===== config.mk =====
export PLATFORM = sky130hd
export DESIGN_NAME = float_mul_arbiter
export DESIGN_NICKNAME = d
export VERILOG_FILES = /design/src/rtl/float_mul_arbiter_pkg.sv /design/src/rtl/float_mul_arbiter_rr_picker.sv /design/src/rtl/float_mul_arbiter.sv
export SDC_FILE = /design/constraint.sdc
export NUM_CORES = 1
export LEC_CHECK = 0
export ABC_AREA = 0
export BUFFER_PORTS_ARGS = -buffer_cell sky130_fd_sc_hd__buf_2
export CAP_MARGIN = 20
export CELL_PAD_IN_SITES_DETAIL_PLACEMENT = 0
export CELL_PAD_IN_SITES_GLOBAL_PLACEMENT = 1
export CORE_MARGIN = 1
export CORE_UTILIZATION = 39
export DETAILED_ROUTE_END_ITERATION = 7
export PLACE_DENSITY = 0.76
export SLEW_MARGIN = 20
export SYNTH_ARGS = -nofsm -noshare
export SYNTH_HDL_FRONTEND = slang
export SYNTH_HIERARCHICAL = 1
export SYNTH_SLANG_ARGS = --single-unit

===== constraint.sdc =====
create_clock -name clk -period 2.2 [get_ports clk]
set_clock_uncertainty 0.1 [all_clocks]
set_input_delay 0.44 -clock clk [delete_from_list [all_inputs] [get_ports clk]]
set_output_delay 0.44 -clock clk [all_outputs]
set_load 0.005 [all_outputs]

===== src/rtl/float_mul_arbiter_pkg.sv =====
// ============================================================================
// Module  : float_mul_arbiter_pkg
// Brief   : Shared float format parameters and a small index-width helper.
// Revision: 1.0
// ============================================================================
`default_nettype none

package float_mul_arbiter_pkg;

  localparam int float_width      = 32;
  localparam int float_exp_width  = 8;
  localparam int float_mant_width = 23;

  function automatic int idx_width(input int n);
    return (n > 1) ? $clog2(n) : 1;
  endfunction

endpackage

`default_nettype wire


===== src/rtl/float_mul_arbiter_rr_picker.sv =====
// ============================================================================
// Module  : rr_picker
// Brief   : Combinational round-robin pick of the first pending client at or
//           after rr_ptr.
// Revision: 1.0
// ============================================================================
`default_nettype none

module rr_picker
  import float_mul_arbiter_pkg::*;
#(
  parameter int num_clients = 4
) (
  input  logic [num_clients-1:0]            pending,
  input  logic [idx_width(num_clients)-1:0] rr_ptr,
  output logic [idx_width(num_clients)-1:0] winner,
  output logic                              any_valid
);

  localparam int IDX_W = idx_width(num_clients);

  logic [IDX_W:0]   w_sum;
  logic [IDX_W-1:0] w_cand;

  // Scan from the farthest offset down so the closest pending slot wins last.
  always_comb begin
    winner    = rr_ptr;
    any_valid = 1'b0;
    w_sum     = '0;
    w_cand    = '0;
    for (int k = num_clients - 1; k >= 0; k--) begin
      w_sum = {1'b0, rr_ptr} + (IDX_W+1)'(k);
      if (w_sum >= (IDX_W+1)'(num_clients)) begin
        w_sum = w_sum - (IDX_W+1)'(num_clients);
      end
      w_cand = w_sum[IDX_W-1:0];
      if (pending[w_cand]) begin
        winner    = w_cand;
        any_valid = 1'b1;
      end
    end
  end

endmodule

`default_nettype wire


===== src/rtl/float_mul_arbiter.sv =====
// ============================================================================
// Module  : float_mul_arbiter
// Brief   : Round-robin arbiter sharing one float multiplier among clients.
// Revision: 1.0
// ============================================================================
`default_nettype none

module float_mul_arbiter
  import float_mul_arbiter_pkg::*;
#(
  parameter int num_clients = 4
) (
  input  logic                               clk,
  input  logic                               rst,
  input  logic [num_clients-1:0]             cl_req,
  input  logic [num_clients*float_width-1:0] cl_a,
  input  logic [num_clients*float_width-1:0] cl_b,
  output logic [num_clients-1:0]             cl_ack,
  output logic [float_width-1:0]             cl_out,
  output logic                               mul_req,
  output logic [float_width-1:0]             mul_a,
  output logic [float_width-1:0]             mul_b,
  input  logic                               mul_ack,
  input  logic [float_width-1:0]             mul_out,
  output logic                               busy,
  output logic                               err
);

  localparam int IDX_W = idx_width(num_clients);

  typedef enum logic [1:0] {
    IDLE  = 2'd0,
    ISSUE = 2'd1,
    WAIT  = 2'd2,
    DONE  = 2'd3
  } state_e;

  state_e                 state_q, state_d;
  logic [num_clients-1:0] pending_q, pending_d;
  logic [float_width-1:0] op_a_q [num_clients];
  logic [float_width-1:0] op_b_q [num_clients];
  logic [IDX_W-1:0]       winner_q, winner_d;
  logic [IDX_W-1:0]       rr_ptr_q, rr_ptr_d;
  logic [float_width-1:0] result_q, result_d;
  logic [float_width-1:0] mul_a_q, mul_a_d;
  logic [float_width-1:0] mul_b_q, mul_b_d;
  logic                   err_q, err_d;

  logic [num_clients-1:0] w_accept;
  logic [num_clients-1:0] w_drop;
  logic [IDX_W-1:0]       w_pick;
  logic                   w_pick_valid;

  // Acceptance looks at the registered pending bits, so the winner's own
  // request in its DONE cycle is still seen as a duplicate.
  assign w_accept = cl_req & ~pending_q;
  assign w_drop   = cl_req &  pending_q;

  rr_picker #(
    .num_clients (num_clients)
  ) u_rr_picker (
    .pending   (pending_q),
    .rr_ptr    (rr_ptr_q),
    .winner    (w_pick),
    .any_valid (w_pick_valid)
  );

  always_comb begin
    state_d   = state_q;
    pending_d = pending_q;
    winner_d  = winner_q;
    rr_ptr_d  = rr_ptr_q;
    result_d  = result_q;
    mul_a_d   = mul_a_q;
    mul_b_d   = mul_b_q;
    err_d     = err_q;

    if ((|w_drop) || (mul_ack && (state_q != WAIT))) begin
      err_d = 1'b1;
    end

    unique case (state_q)
      IDLE: begin
        if (w_pick_valid) begin
          winner_d = w_pick;
          mul_a_d  = op_a_q[w_pick];
          mul_b_d  = op_b_q[w_pick];
          state_d  = ISSUE;
        end
      end
      ISSUE: state_d = WAIT;
      WAIT: begin
        if (mul_ack) begin
          result_d = mul_out;
          state_d  = DONE;
        end
      end
      DONE: begin
        pending_d[winner_q] = 1'b0;
        rr_ptr_d = (winner_q == IDX_W'(num_clients - 1)) ? '0 : winner_q + IDX_W'(1);
        state_d  = IDLE;
      end
      default: state_d = IDLE;
    endcase

    pending_d = pending_d | w_accept;
  end

  always_ff @(posedge clk or negedge rst) begin
    if (!rst) begin
      state_q   <= IDLE;
      pending_q <= '0;
      winner_q  <= '0;
      rr_ptr_q  <= '0;
      result_q  <= '0;
      mul_a_q   <= '0;
      mul_b_q   <= '0;
      err_q     <= 1'b0;
    end else begin
      state_q   <= state_d;
      pending_q <= pending_d;
      winner_q  <= winner_d;
      rr_ptr_q  <= rr_ptr_d;
      result_q  <= result_d;
      mul_a_q   <= mul_a_d;
      mul_b_q   <= mul_b_d;
      err_q     <= err_d;
    end
  end

  always_ff @(posedge clk or negedge rst) begin
    if (!rst) begin
      for (int i = 0; i < num_clients; i++) begin
        op_a_q[i] <= '0;
        op_b_q[i] <= '0;
      end
    end else begin
      for (int i = 0; i < num_clients; i++) begin
        if (w_accept[i]) begin
          op_a_q[i] <= cl_a[i*float_width +: float_width];
          op_b_q[i] <= cl_b[i*float_width +: float_width];
        end
      end
    end
  end

  always_comb begin
    cl_ack = '0;
    cl_out = '0;
    if (state_q == DONE) begin
      cl_ack[winner_q] = 1'b1;
      cl_out           = result_q;
    end
  end

  assign mul_req = (state_q == ISSUE);
  assign mul_a   = mul_a_q;
  assign mul_b   = mul_b_q;
  assign busy    = (state_q != IDLE) || (|pending_q);
  assign err     = err_q;

endmodule

`default_nettype wire

; ---- Word level (Yosys, flattened, before mapping)
; Cells that the tools add are included.
[word_totals]
ram_bits = 0
rom_bits = 0
ff_bits = 363
latchBits = 0
mem_count = 0
wordCells = 95
[op_classes]
n_mux = 35
addsub = 8
n_shift = 0
bitwise = 7
n_lt_le_gt_ge = 11
mul = 0
eq_ne = 7
n_div = 0
n_reduce_logical = 11
[op_table]
columns = cell, count
row1 = 2-to-1 mux 32 bit, 5
row2 = binary-select mux 32 bit (select 2 bit), 2
row3 = 2-to-1 mux 2 bit, 11
row4 = < comparator 2 x 3 -> 1 bit (second input constant), 5
row5 = bitwise AND 4 bit, 3
row6 = greater-or-equal comparator 3 bit (second input constant), 4
row7 = 2-to-1 mux 1 bit, 9
row8 = binary-select mux 1 bit (select 2 bit), 4
row9 = 2-to-1 mux 4 bit, 2
row10 = inverter 4 bit, 2
row11 = case mux 2 bit (4 select lines), 1
row12 = OR reduction 4 bit, 2
row13 = subtractor 2 x 1 -> 2 bit (second input constant), 4
row14 = adder 2 x 2 -> 3 bit (second input constant), 2
row15 = equality test 2 bit (second input constant), 3
row16 = AND reduction 2 bit, 3
row17 = inequality test 2 bit (second input constant), 2
row18 = OR 4 bit, 1
row19 = adder 2 x 1 -> 3 bit (second input constant), 1
row20 = greater-or-equal comparator 2 x 3 -> 1 bit (second input constant), 1
row21 = inverter 2 -> 3 bit, 1
row22 = adder 2 x 1 -> 2 bit (second input constant), 1
row23 = demux 1 bit (select 2 bit), 1
row24 = equality test 2 x 1 -> 1 bit (second input constant), 1
row25 = 6 further kinds, 8

; ---- Logic depth before layout (Yosys ltp)
; Gate-level depths: netlist (run 1).
[logic_depth]
ltp_word = 13
depth_mapped = 8
depth_no_buf = 5

; ---- Hierarchy
; Netlist (run 1), hierarchy kept.
[by_module_without_submodules]
columns = mod, seq_area_each_um2, area_per_inst_um2, cells_each, n_inst
row1 = float_mul_arbiter, 9083.7, 15872.7, 1060, 1
row2 = rr_picker, 0.0, 100.1, 16, 1

; ---- Least setup slack after synthesis (run 1)
; No wires, ideal clock.
[synth_path]
kind = reg-to-reg
from = register pending_q[0]
to = register mul_a_q[25], in the netlist mul_a[25]
setup_ps = 146
t_arrival_ps = 1944
slack_ps = 10
stages_incl_launch_ff = 9
required_time_ps = 1954
period_less_slack_ps = 2190
path_cell_list = dfrtp_1 > and2b_2 > or4_1 > nand2_1 > clkbuf_2 > buf_4 > buf_4 > mux2i_1 > o221ai_2
[synth_between]
elab_chain_cells = 10
[synth_lines]
columns = element, line
row1 = "start, declared", float_mul_arbiter.sv:39  ; logic [num_clients-1:0] pending_q, pending_d;
row2 = "start signal, assigned", float_mul_arbiter.sv:121  ; pending_q <= pending_d;
row3 = binary-select mux 1 bit (select 2 bit), float_mul_arbiter_rr_picker.sv:37  ; if (pending[w_cand]) begin
row4 = 2-to-1 mux 1 bit (implied by the code), float_mul_arbiter_rr_picker.sv:37
row5 = 2-to-1 mux 2 bit (3 in a row), float_mul_arbiter_rr_picker.sv:37
row6 = 2-to-1 mux 2 bit *, float_mul_arbiter_rr_picker.sv:37
row7 = net w_pick[1], float_mul_arbiter.sv:51  ; logic [IDX_W-1:0] w_pick;
row8 = inverter 2 -> 3 bit (implied by the code) *, float_mul_arbiter.sv:86  ; mul_a_d = op_a_q[w_pick];
row9 = binary-select mux 32 bit (select 2 bit) *, float_mul_arbiter.sv:86
row10 = 2-to-1 mux 32 bit (implied by the code) * (2 in a row), float_mul_arbiter.sv:86
row11 = "end signal, assigned", float_mul_arbiter.sv:125  ; mul_a_q <= mul_a_d;
row12 = "end, declared", float_mul_arbiter.sv:45  ; logic [float_width-1:0] mul_a_q, mul_a_d;
; The timed path passes the listed nets; every way through them passes the cells marked *. The select of a mux whose other input is x is not followed.
; A chain may end at the register's enable or synchronous reset.

; ---- Final worst setup path (run 1)
[layout_path]
from = register pending_q[0]
to = register mul_b_q[23], in the netlist mul_b[23]
[layout_between]
elab_chain_cells = 10
[layout_lines]
columns = element, line
row1 = binary-select mux 1 bit (select 2 bit), float_mul_arbiter_rr_picker.sv:37
row2 = 2-to-1 mux 1 bit (implied by the code), float_mul_arbiter_rr_picker.sv:37
row3 = 2-to-1 mux 2 bit (3 in a row), float_mul_arbiter_rr_picker.sv:37
row4 = 2-to-1 mux 2 bit *, float_mul_arbiter_rr_picker.sv:37
row5 = net w_pick[1], float_mul_arbiter.sv:51
row6 = inverter 2 -> 3 bit (implied by the code) *, float_mul_arbiter.sv:87  ; mul_b_d = op_b_q[w_pick];
row7 = binary-select mux 32 bit (select 2 bit) *, float_mul_arbiter.sv:87
row8 = 2-to-1 mux 32 bit (implied by the code) * (2 in a row), float_mul_arbiter.sv:87
row9 = "end signal, assigned", float_mul_arbiter.sv:126  ; mul_b_q <= mul_b_d;
row10 = "end, declared", float_mul_arbiter.sv:46  ; logic [float_width-1:0] mul_b_q, mul_b_d;
; Marks and branches as above.

==> impl_metrics.yaml, run 1 <==
setup_path:
  worstPathArrival_ns: 2.55
  path_cells: "and3b_1 > or4_4 > nand2_8 > buf_12 > clkbuf_16 > mux2i_1 > o221ai_2"
  cp.required_ns: 2.50
  path_buf_inv: 2
  critical_path.slowest_cell: "or4_4"
  worstSetupStartpointType: "flip-flop"
  critPathKind: "reg -> reg"
  slowest_delay_ns: 0.55
  critPathCaptureType: "flip-flop"
  crit_family: "simple AND/OR/NAND/NOR gates"
  cp_max_fo: 8
synthesis:
  synth_flop_cell: "dfrtp_1"
  seq_area_frac_synth_pct: 56.9
  synth.area.mux_share_pct: 28.6
  synth_cells: 1076
  synth_xor_area_share_pct: 0
  synth_cell_types: 31
  synth_seq_cells: 363
  synthAdderAreaFrac_pct: 0.705
  avgSynthCellArea_sq_um: 14.8
  async_flop_share_pct: 100
  synth-edff-count: 0
  synth_compound_area_share_pct: 6.49
  synthSimpleGateAreaFrac_pct: 3.71
  synth_nets: 1380
  synthesis.area_sq_um: 16000
  ys_warn_count: 6
  synth_top_family_by_area: "multiplexers"
layout:
  drive_above_1_share_pct: 59.1
  stdcell_count: 2151
  area_growth_pct: 36.4
  fin_nets: 1893
  final_cell_mix: "buf_2, dfrtp_1, mux2_2"
  mostFrequentLayoutCell: "buf_2"
run:
  max_cap_viol_count: 0
power:
  pwr_density_cell_nw_per_um2: 1560
  ir_worst_vdd_mv: 0.839
  power_leakage_nw: 10.0
  total_power_mw: 33.9
timing:
  finalCritPeriodShare_pct: 102
  layout_min_cycle_time_ns: 2.24
  slew_headroom_pct: 72.0
  tns_ns: -0.235
  setup_slack_ns: -0.0431
  final-hold-violation-count: 0
  setup_violations: 14
  slew_viol_final: 0
  worst_pin_slew_ns: 0.420
  fmax_mhz: 446
  hold_ws_ns: 0.0345
  rsz0062_at_grt: "yes"
route:
  drc: 0
  vias: 10900
  first_pass_iters: 4
  antenna_left: 0
  drt_wl_total_um: 44500
  wire_per_inst_um: 20.7
  dr.first_iter.drc_count: 366
  viasPerCell: 5.06
die:
  fp-row-count: 73
  fp.coreArea_sq_um: 40100
  die_w_um: 204
  dieHeight_um: 204
  die-area_sq_um: 41800
  initial_core_util_pct: 39.8
  ios: 398
placement:
  dp_hpwl_um: 28600
  gp_congestion: 0.807
  dp.cells: 1976
  port_buffers: 397
clocking:
  clkSlewWorstSetupHoldPaths_ns: 0.06
  cts_sinks: 363
  cts_tree: "yes"
  cts_buffers: 41
  cts_max_level: 2
  insertion_delay_ns: 0.55
  root_buffer: "clkbuf_16"
  cts_buffer_depth: 3
global_route:
  grt_usage_pct: 20.9
  grt_pass1_vias: 11600
  antenna_found_initial: 9
  grt_pass1_wl_um: 67000
  grt-ovfl-total: 0
  grt_max_degree: 63
outcome:
  status: "complete, but fails checks"
  violations: "negative setup slack"
worst_hold_path:
  hp-class: "in -> reg"
## worst register-to-register path: stages (launching register included)
cell	delay, ns
dfrtp_1	0.40
and3b_1	0.17
or4_4	0.55
nand2_8	0.16
buf_12	0.14
clkbuf_16	0.18
mux2i_1	0.28
o221ai_2	0.13
## through the flow
step | utilization [%] | worst slack [ns] | area [sq um]
global placement | 47.0 | -0.0441 | 18800
detailed placement | 47.0 | -0.105 | 18800
finish | 54.3 | -0.0431 | 21800
global route | 54.3 | -0.0895 | 21800
CTS | 52.7 | -0.0418 | 21100
floorplan | - | 0.0103 | 16000
## state kept, by name, indices dropped and copies added (netlist names)
| register | cells |
|---|---|
| winner_q | 2 |
| state_q | 2 |
| rr_ptr_q | 2 |
| op_b_q | 128 |
| err | 1 |
| pending_q | 4 |
| mul_a | 32 |
| result_q | 32 |
| mul_b | 32 |
| op_a_q | 128 |
## routing by layer
metal	vias to the layer above	wire length (um)	global-route usage [%]
met5	-	17	0
met4	2	1230	7.33
li1	4920	-	-
met3	74	2690	4.45
met1	5587	18400	26.3
met2	301	22200	35.4
## timing repair
| item | in CTS | in global routing |
|---|---|---|
| pin swaps | 6 | 10 |
| resized for setup | 27 | 104 |
| endpoints found under the hold margin | 107 | 0 |
| setup buffers | 4 | 6 |
| hold buffers | 79 | 0 |
| gates cloned | 1 | 5 |
| setup endpoints to repair | 98 | 87 |
## path summary, 6_finish.rpt
check,start,endpoint,slack [ns],cells past startpoint
worst max-delay path,pending_q[0],mul_b[23],-0.04,7
worst min-delay path,mul_out[30],result_q[30],0.03,2
worst max register to register,pending_q[0],mul_b[23],-0.04,7
worst min register to register,err,err,0.39,2
max in group asynchronous,rst,op_b_q[5],0.95,4
min in group asynchronous,rst,result_q[11],0.27,2
## where the power goes
group	switching, mW	internal (mW)	total, mW
clock	2.69	4.01	6.70
sequential	2.04	10.1	12.2
combinational	6.70	8.36	15.1
total	11.4	22.5	33.9
## synth_stat cells (2+ instances only)
master     instances  area share (%)
dfrtp_1          363              57
mux2_2           292              21
mux2i_1          128             8.0
nand2_1           75             1.8
o221ai_2          60             5.6
and2_1            32             1.3
buf_6             23             1.6
buf_4             21            0.99
buf_2             16            0.50
clkbuf_1          10            0.24
inv_1             10            0.24
ha_1               9            0.71
nor2b_1            5            0.20
a21o_1             4            0.19
o221ai_1           4            0.22
a21oi_1            3           0.094
nor2_1             3           0.070
a2bb2oi_1          2            0.11
and2b_2            2            0.11
nand3_1            2           0.063
o21ai_0            2           0.063
## cell families (layout without fill, tap and decap cells)
| logic type | after synthesis | in the layout |
|---|---|---|
| other | 0 | 9 |
| AO/OA/AOI/OAI | 78 | 78 |
| flip-flops | 363 | 363 |
| multiplexers | 420 | 420 |
| buffers and inverters | 81 | 622 |
| AND/OR/NAND/NOR | 125 | 125 |
| adder cells (fa/ha/maj) | 9 | 9 |
## final cells by class
cell class / count / area [sq um]
multi-input cells: 632 / 6710
clock buffers: 63 / 1210
repair buffers: 541 / 3960
well taps: 525 / 657
clock inverters: 8 / 100
inverters: 10 / 37.5
fillers: 3314 / 18300
flip-flops and latches: 363 / 9080
diodes: 9 / 22.5
No activity file was read; power rests on OpenSTA's default activity.
==> inputs of run 2 (changes only) <==
--- a/config.mk
+++ b/config.mk
@@ -11,9 +11,10 @@
 export CELL_PAD_IN_SITES_DETAIL_PLACEMENT = 0
 export CELL_PAD_IN_SITES_GLOBAL_PLACEMENT = 1
 export CORE_MARGIN = 1
-export CORE_UTILIZATION = 39
+export CORE_UTILIZATION = 45
+export CTS_BUF_LIST = sky130_fd_sc_hd__clkbuf_2 sky130_fd_sc_hd__clkbuf_4 sky130_fd_sc_hd__clkbuf_8
 export DETAILED_ROUTE_END_ITERATION = 7
-export PLACE_DENSITY = 0.76
+export PLACE_DENSITY = 0.83
 export SLEW_MARGIN = 20
 export SYNTH_ARGS = -nofsm -noshare
 export SYNTH_HDL_FRONTEND = slang
==> constraint.sdc (replaced) <==
create_clock -name clk -period 2.4 [get_ports clk]
set_clock_uncertainty 0.1 [all_clocks]
set_input_delay 0.48 -clock clk [delete_from_list [all_inputs] [get_ports clk]]
set_output_delay 0.48 -clock clk [all_outputs]
set_load 0.005 [all_outputs]
==> run 2 against run 1 <==
Effect of this change: the run now ends clean; setup slack improved by 0.15 ns; count of clock-buffer cells in the layout is 38 higher; first-iteration DRC count up 34%; clock power is 16% lower; register-to-register slack better by 0.15 ns; sequential share of layout area shrank 2.4 points; routed wire length up 4.1%; maximum frequency decreased by 2.2%; non-clock buffer count is 212 higher; global-route usage is 4.9 points higher; final area is 6.1% higher; largest cell class unchanged.
==> impl_metrics.yaml, run 2 (synthesis results as in run 1) <==
worst_hold_path:
  hold_path.startpoint: "mul_ack"
  min_delay_path_depth: 4
  hold_path_end: "state_q[0]"
  hp-class: "in -> reg"
setup_path:
  crit_top_cell: "buf_12"
  cp.required_ns: 2.80
  path_buf_inv: 2
  critPathCaptureType: "flip-flop"
  crit_family: "simple AND/OR/NAND/NOR gates"
  reg2reg_to: "mul_a[9]"
  critical_path.slowest_cell: "or4_1"
  slowest_delay_ns: 0.55
  worstPathArrival_ns: 2.69
  critPathKind: "reg -> reg"
  worstSetupStartpointType: "flip-flop"
  rr_startpoint: "pending_q[0]"
  cp_max_fo: 13
  path_cells: "and2b_2 > or4_1 > nand2_4 > buf_12 > buf_12 > mux2i_1 > o221ai_2"
  reg2reg_depth: 7
  rrSetupSlack_ns: 0.11
outcome:
  status: "finished, final reports clean"
timing:
  tns_ns: 0
  fmax_mhz: 436
  slew_viol_final: 0
  finalCritPeriodShare_pct: 95.6
  hold_ws_ns: 0.206
  layout_min_cycle_time_ns: 2.29
  worst_pin_slew_ns: 0.505
  final-hold-violation-count: 0
  setup_violations: 0
  slew_headroom_pct: 66.3
clocking:
  clkSlewWorstSetupHoldPaths_ns: 0.06
  root_buffer: "clkbuf_8"
  cts_buffers: 60
  cts_tree: "yes"
  cts_max_level: 2
  cts_sinks: 363
  insertion_delay_ns: 0.63
  cts_buffer_depth: 3
layout:
  area_growth_pct: 44.8
  fill_cells: 2455
  mostFrequentLayoutCell: "buf_2"
  multi_input_area_sq_um: 6390
  final_cell_mix: "buf_2, dfrtp_1, mux2_2, dlygate4sd3_1, mux2i_1"
  fin_nets: 2124
  seqCellArea_sq_um: 9080
  reg.largest.list: "op_a_q (128), op_b_q (128)"
  drive_above_1_share_pct: 50.2
route:
  drc: 0
  dr.first_iter.drc_count: 490
  vias: 12000
  viasPerCell: 5.15
  wire_per_inst_um: 19.9
  drt_wl_total_um: 46400
  antenna_left: 0
  first_pass_iters: 5
die:
  initial_core_util_pct: 46.0
  die_w_um: 190
  fp.coreArea_sq_um: 34700
  dieHeight_um: 190
  fp-row-count: 68
  ios: 398
  die-area_sq_um: 36300
global_route:
  antenna_found_initial: 7
  grt-ovfl-total: 0
  grt_pass1_vias: 13200
  grt_pass1_wl_um: 71900
  grt_usage_pct: 25.8
  grt_max_degree: 56
placement:
  dp_hpwl_um: 27900
  port_buffers: 397
  gp_congestion: 0.806
power:
  pwr_density_cell_nw_per_um2: 1280
  power_leakage_nw: 10.8
  ir_worst_vdd_mv: 0.864
run:
  max_cap_viol_count: 0
## run 2: changes by cell type in the layout (fill, tap and decap cells not counted), moves of 30 or more
| cell | delta |
|---|---|
| clkbuf_16 | -44 |
| buf_6 | -34 |
| buf_2 | +32 |
| dlygate4sd3_1 | +213 |
| clkbuf_8 | +64 |
| and2_1 | +30 |
| and2_4 | -30 |
## run 2: per-stage QoR
stage / worst slack, ns / util, % / instances / area (sq um) / power (mW)
finish: 0.106 / 66.6 / 2326 / 23100 / 29.5
global route: -0.00785 / 66.6 / 2325 / 23100 / 31.3
CTS: 0.00757 / 66.1 / 2303 / 22900 / 29.1
detailed placement: 0.116 / 54.0 / 1904 / 18700 / 23.0
global placement: 0.165 / 54.0 / 1904 / 18700 / 22.6
floorplan: 0.210 / - / 1076 / 16000 / 19.2
## run 2: worst max-delay path by stage
stage / depth (start not counted) / end / start
after global placement: 7 / mul_a[11] / pending_q[0]
final: 7 / mul_a[9] / pending_q[0]
after detailed placement: 7 / mul_a[7] / pending_q[0]
after floorplan: 8 / mul_a[25] / pending_q[0]
after CTS: 5 / cl_ack[1] / state_q[0]
after global routing: 4 / cl_out[12] / state_q[1]
## run 2: layout make-up
class                           instances  share of cell area [%]
Timing Repair Buffer                  753                    25.0
Antenna cell                            7                  0.0758
Multi-Input combinational cell        632                    27.7
Tap cell                              455                    2.46
Clock buffer                          101                    5.28
Clock inverter                          5                   0.130
Sequential cell                       363                    39.3
Inverter                               10                   0.162
## run 2: power breakdown
group          switching [mW]  internal [mW]
Sequential               1.77           9.27
Combinational            5.86           7.00
Clock                    2.47           3.17
Total                    10.1           19.4
## run 2: repair_timing
| item | 4_1_cts | 5_1_grt |
|---|---|---|
| endpoints found under the hold margin | 323 | 0 |
| setup endpoints to repair | 8 | 32 |
| resized for setup | 2 | 10 |
| setup buffers | 1 | 16 |
| hold buffers | 292 | 0 |
## run 2: worst register-to-register path: stages, from the launching register on
cell	delay, ns
dfrtp_1	0.40
and2b_2	0.20
or4_1	0.55
nand2_4	0.11
buf_12	0.17
buf_12	0.16
mux2i_1	0.31
o221ai_2	0.15
## run 2: metal layers
layer / share of wire [%] / GRT usage (%) / up-vias
met2: 50 / 43.3 / 442
li1: - / - / 5412
met3: 5.5 / 5.21 / 124
met4: 4.0 / 13.3 / 4
met5: 0.058 / 0 / -
met1: 41 / 31.5 / 5990
==> inputs of run 3 (changes only) <==
--- a/config.mk
+++ b/config.mk
@@ -6,15 +6,15 @@
 export NUM_CORES = 1
 export LEC_CHECK = 0
 export ABC_AREA = 0
-export BUFFER_PORTS_ARGS = -buffer_cell sky130_fd_sc_hd__buf_2
+export BUFFER_PORTS_ARGS = -buffer_cell sky130_fd_sc_hd__buf_4
 export CAP_MARGIN = 20
 export CELL_PAD_IN_SITES_DETAIL_PLACEMENT = 0
 export CELL_PAD_IN_SITES_GLOBAL_PLACEMENT = 1
 export CORE_MARGIN = 1
-export CORE_UTILIZATION = 45
+export CORE_UTILIZATION = 48
 export CTS_BUF_LIST = sky130_fd_sc_hd__clkbuf_2 sky130_fd_sc_hd__clkbuf_4 sky130_fd_sc_hd__clkbuf_8
 export DETAILED_ROUTE_END_ITERATION = 7
-export PLACE_DENSITY = 0.83
+export PLACE_DENSITY = 0.87
 export SLEW_MARGIN = 20
 export SYNTH_ARGS = -nofsm -noshare
 export SYNTH_HDL_FRONTEND = slang
==> constraint.sdc (replaced) <==
create_clock -name clk -period 3 [get_ports clk]
set_clock_uncertainty 0.1 [all_clocks]
set_input_delay 0.6 -clock clk [delete_from_list [all_inputs] [get_ports clk]]
set_output_delay 0.6 -clock clk [all_outputs]
set_load 0.005 [all_outputs]
==> run 3 against run 2 <==
Effect of this change: sequential share of layout area is 4.4 points higher; first-iteration DRC count is 3.9% lower; largest cell class unchanged; critical path depth is 1 lower; final area is 10% lower.
==> impl_metrics.yaml, run 3 (synthesis results as in run 1) <==
timing:
  rsz0062_at_grt: "no"
  fmax_mhz: 394
  slew_headroom_pct: 54.5
  setup_violations: 0
  finalCritPeriodShare_pct: 84.6
  worst_pin_slew_ns: 0.683
  layout_min_cycle_time_ns: 2.54
  slew_viol_final: 0
  final-hold-violation-count: 0
  tns_ns: 0
  setup_slack_ns: 0.461
clocking:
  postCtsResizedCells: 0
  post_cts_buffers: 0
  cts_buffers: 61
  cts_sinks: 363
  cts_buffer_depth: 3
  cts_hold_buf: 1
  root_buffer: "clkbuf_8"
  cts_max_level: 2
  clkSlewWorstSetupHoldPaths_ns: 0.06
  cts_tree: "yes"
  insertion_delay_ns: 0.60
setup_path:
  slowest_delay_ns: 0.54
  cp.required_ns: 3.36
  critPathCaptureType: "flip-flop"
  rr_startpoint: "pending_q[3]"
  rrSetupSlack_ns: 0.46
  critical_path.slowest_cell: "dfrtp_1"
  critPathKind: "reg -> reg"
  cp_max_fo: 48
  worstPathArrival_ns: 2.90
  reg2reg_to: "mul_a[19]"
  reg2reg_depth: 6
  path_cells: "and3b_1 > or4_1 > nand2_4 > buf_12 > mux2i_1 > o221ai_1"
  worstSetupStartpointType: "flip-flop"
global_route:
  grt_max_degree: 81
  gr-usage-met3_pct: 5.87
  gr-max-usage-layer: "met2"
  grt_usage_pct: 23.9
  grt_util_met1_pct: 29.8
  antenna_found_initial: 5
  grt_pass1_vias: 11400
  use_met2_pct: 40.2
  grt_pass1_wl_um: 62500
  grt-ovfl-total: 0
route:
  antenna_left: 0
  wire_per_inst_um: 20.4
  vias: 10500
  viasPerCell: 5.29
  drc: 0
  drt_wl_total_um: 40700
  first_pass_iters: 5
  dr.first_iter.drc_count: 471
placement:
  port_buffers: 397
  dp_hpwl_um: 27200
  pre_cts_ws_ns: 0.474
  gp_congestion: 0.801
power:
  p_int_mw: 15.2
  power_leakage_nw: 9.72
  netSwitchingFraction_pct: 33.6
  net-switching-power_mw: 7.69
  clockPowerShare_pct: 20.1
  pwr_density_cell_nw_per_um2: 1100
  ir_worst_vdd_mv: 0.599
  p_comb_share_pct: 41.4
  power_frac_seq_pct: 38.5
layout:
  final_cell_mix: "buf_4, dfrtp_1, mux2_2"
  seqCellArea_sq_um: 9080
  reg.largest.list: "op_a_q (128), op_b_q (128)"
  fin_nets: 1802
  drive_above_1_share_pct: 58.4
  area_growth_pct: 30.1
  fill_cells: 2548
  mostFrequentLayoutCell: "buf_4"
  multi_input_area_sq_um: 6370
run:
  max_cap_viol_count: 0
die:
  ios: 398
  fp-row-count: 66
  die-area_sq_um: 34000
  initial_core_util_pct: 49.0
  dieHeight_um: 184
  fp.coreArea_sq_um: 32600
  die_w_um: 184
worst_hold_path:
  hold_path_end: "op_a_q[126]"
  hp-class: "in -> reg"
  min_delay_path_depth: 2
  hold_path.startpoint: "cl_a[30]"
outcome:
  status: "finished, final reports clean"
run 3: area by class of cell:
cell class,count,area share [%]
timing repair buffer,430,16.4
multi-input combinational,632,30.6
sequential,363,43.7
inverter,10,0.181
clock inverter,7,0.217
antenna,4,0.0482
tap,442,2.66
clock buffer,103,6.10
run 3: power by group through the flow:
| stage | Sequential (mW) | Clock (mW) | Combinational (mW) |
|---|---|---|---|
| floorplan | 8.44 | 0 | 6.93 |
| global placement | 8.76 | 0 | 9.28 |
| detailed placement | 8.86 | 0 | 9.56 |
| CTS | 8.80 | 4.71 | 9.58 |
| global route | 9.11 | 4.94 | 10.2 |
| finish | 8.81 | 4.59 | 9.45 |
run 3: critical path: cells and delay by family (launching register included):
| family | cells | cell delay [ns] |
|---|---|---|
| compound gates | 1 | 0.16 |
| buf+inv | 1 | 0.35 |
| flops | 1 | 0.54 |
| mux | 1 | 0.26 |
| simple gates | 3 | 0.94 |
run 3: worst max path at each step:
stage                       startpoint         to  slack, ns  cells past startpoint
after floorplan           pending_q[0]  mul_a[25]       0.81                      8
after detailed placement  pending_q[0]  mul_a[15]       0.47                      6
final                     pending_q[3]  mul_a[19]       0.46                      6
after CTS                 pending_q[0]   mul_a[3]       0.47                      6
after global placement    pending_q[0]  mul_a[15]       0.53                      6
after global routing      pending_q[3]  mul_a[15]       0.34                      6
run 3: routing by layer:
layer  part of all wire [%]  wire, um
met4                    3.0      1230
met3                    6.5      2640
met5                      0         0
met1                     41     16800
met2                     49     20000
run 3: per-stage QoR:
| step | power (mW) | utilization, % | instances | hold slack [ns] | instance area (sq um) |
|---|---|---|---|---|---|
| after floorplan | 15.4 | - | 1076 | 0.204 | 16000 |
| after global routing | 24.3 | 63.7 | 1991 | 0.0902 | 20800 |
| after CTS | 23.1 | 63.7 | 1987 | 0.0800 | 20800 |
| after detailed placement | 18.4 | 59.6 | 1876 | 0.378 | 19400 |
| after global placement | 18.0 | 59.6 | 1876 | 0.373 | 19400 |
| final | 22.9 | 63.7 | 1991 | 0.126 | 20800 |
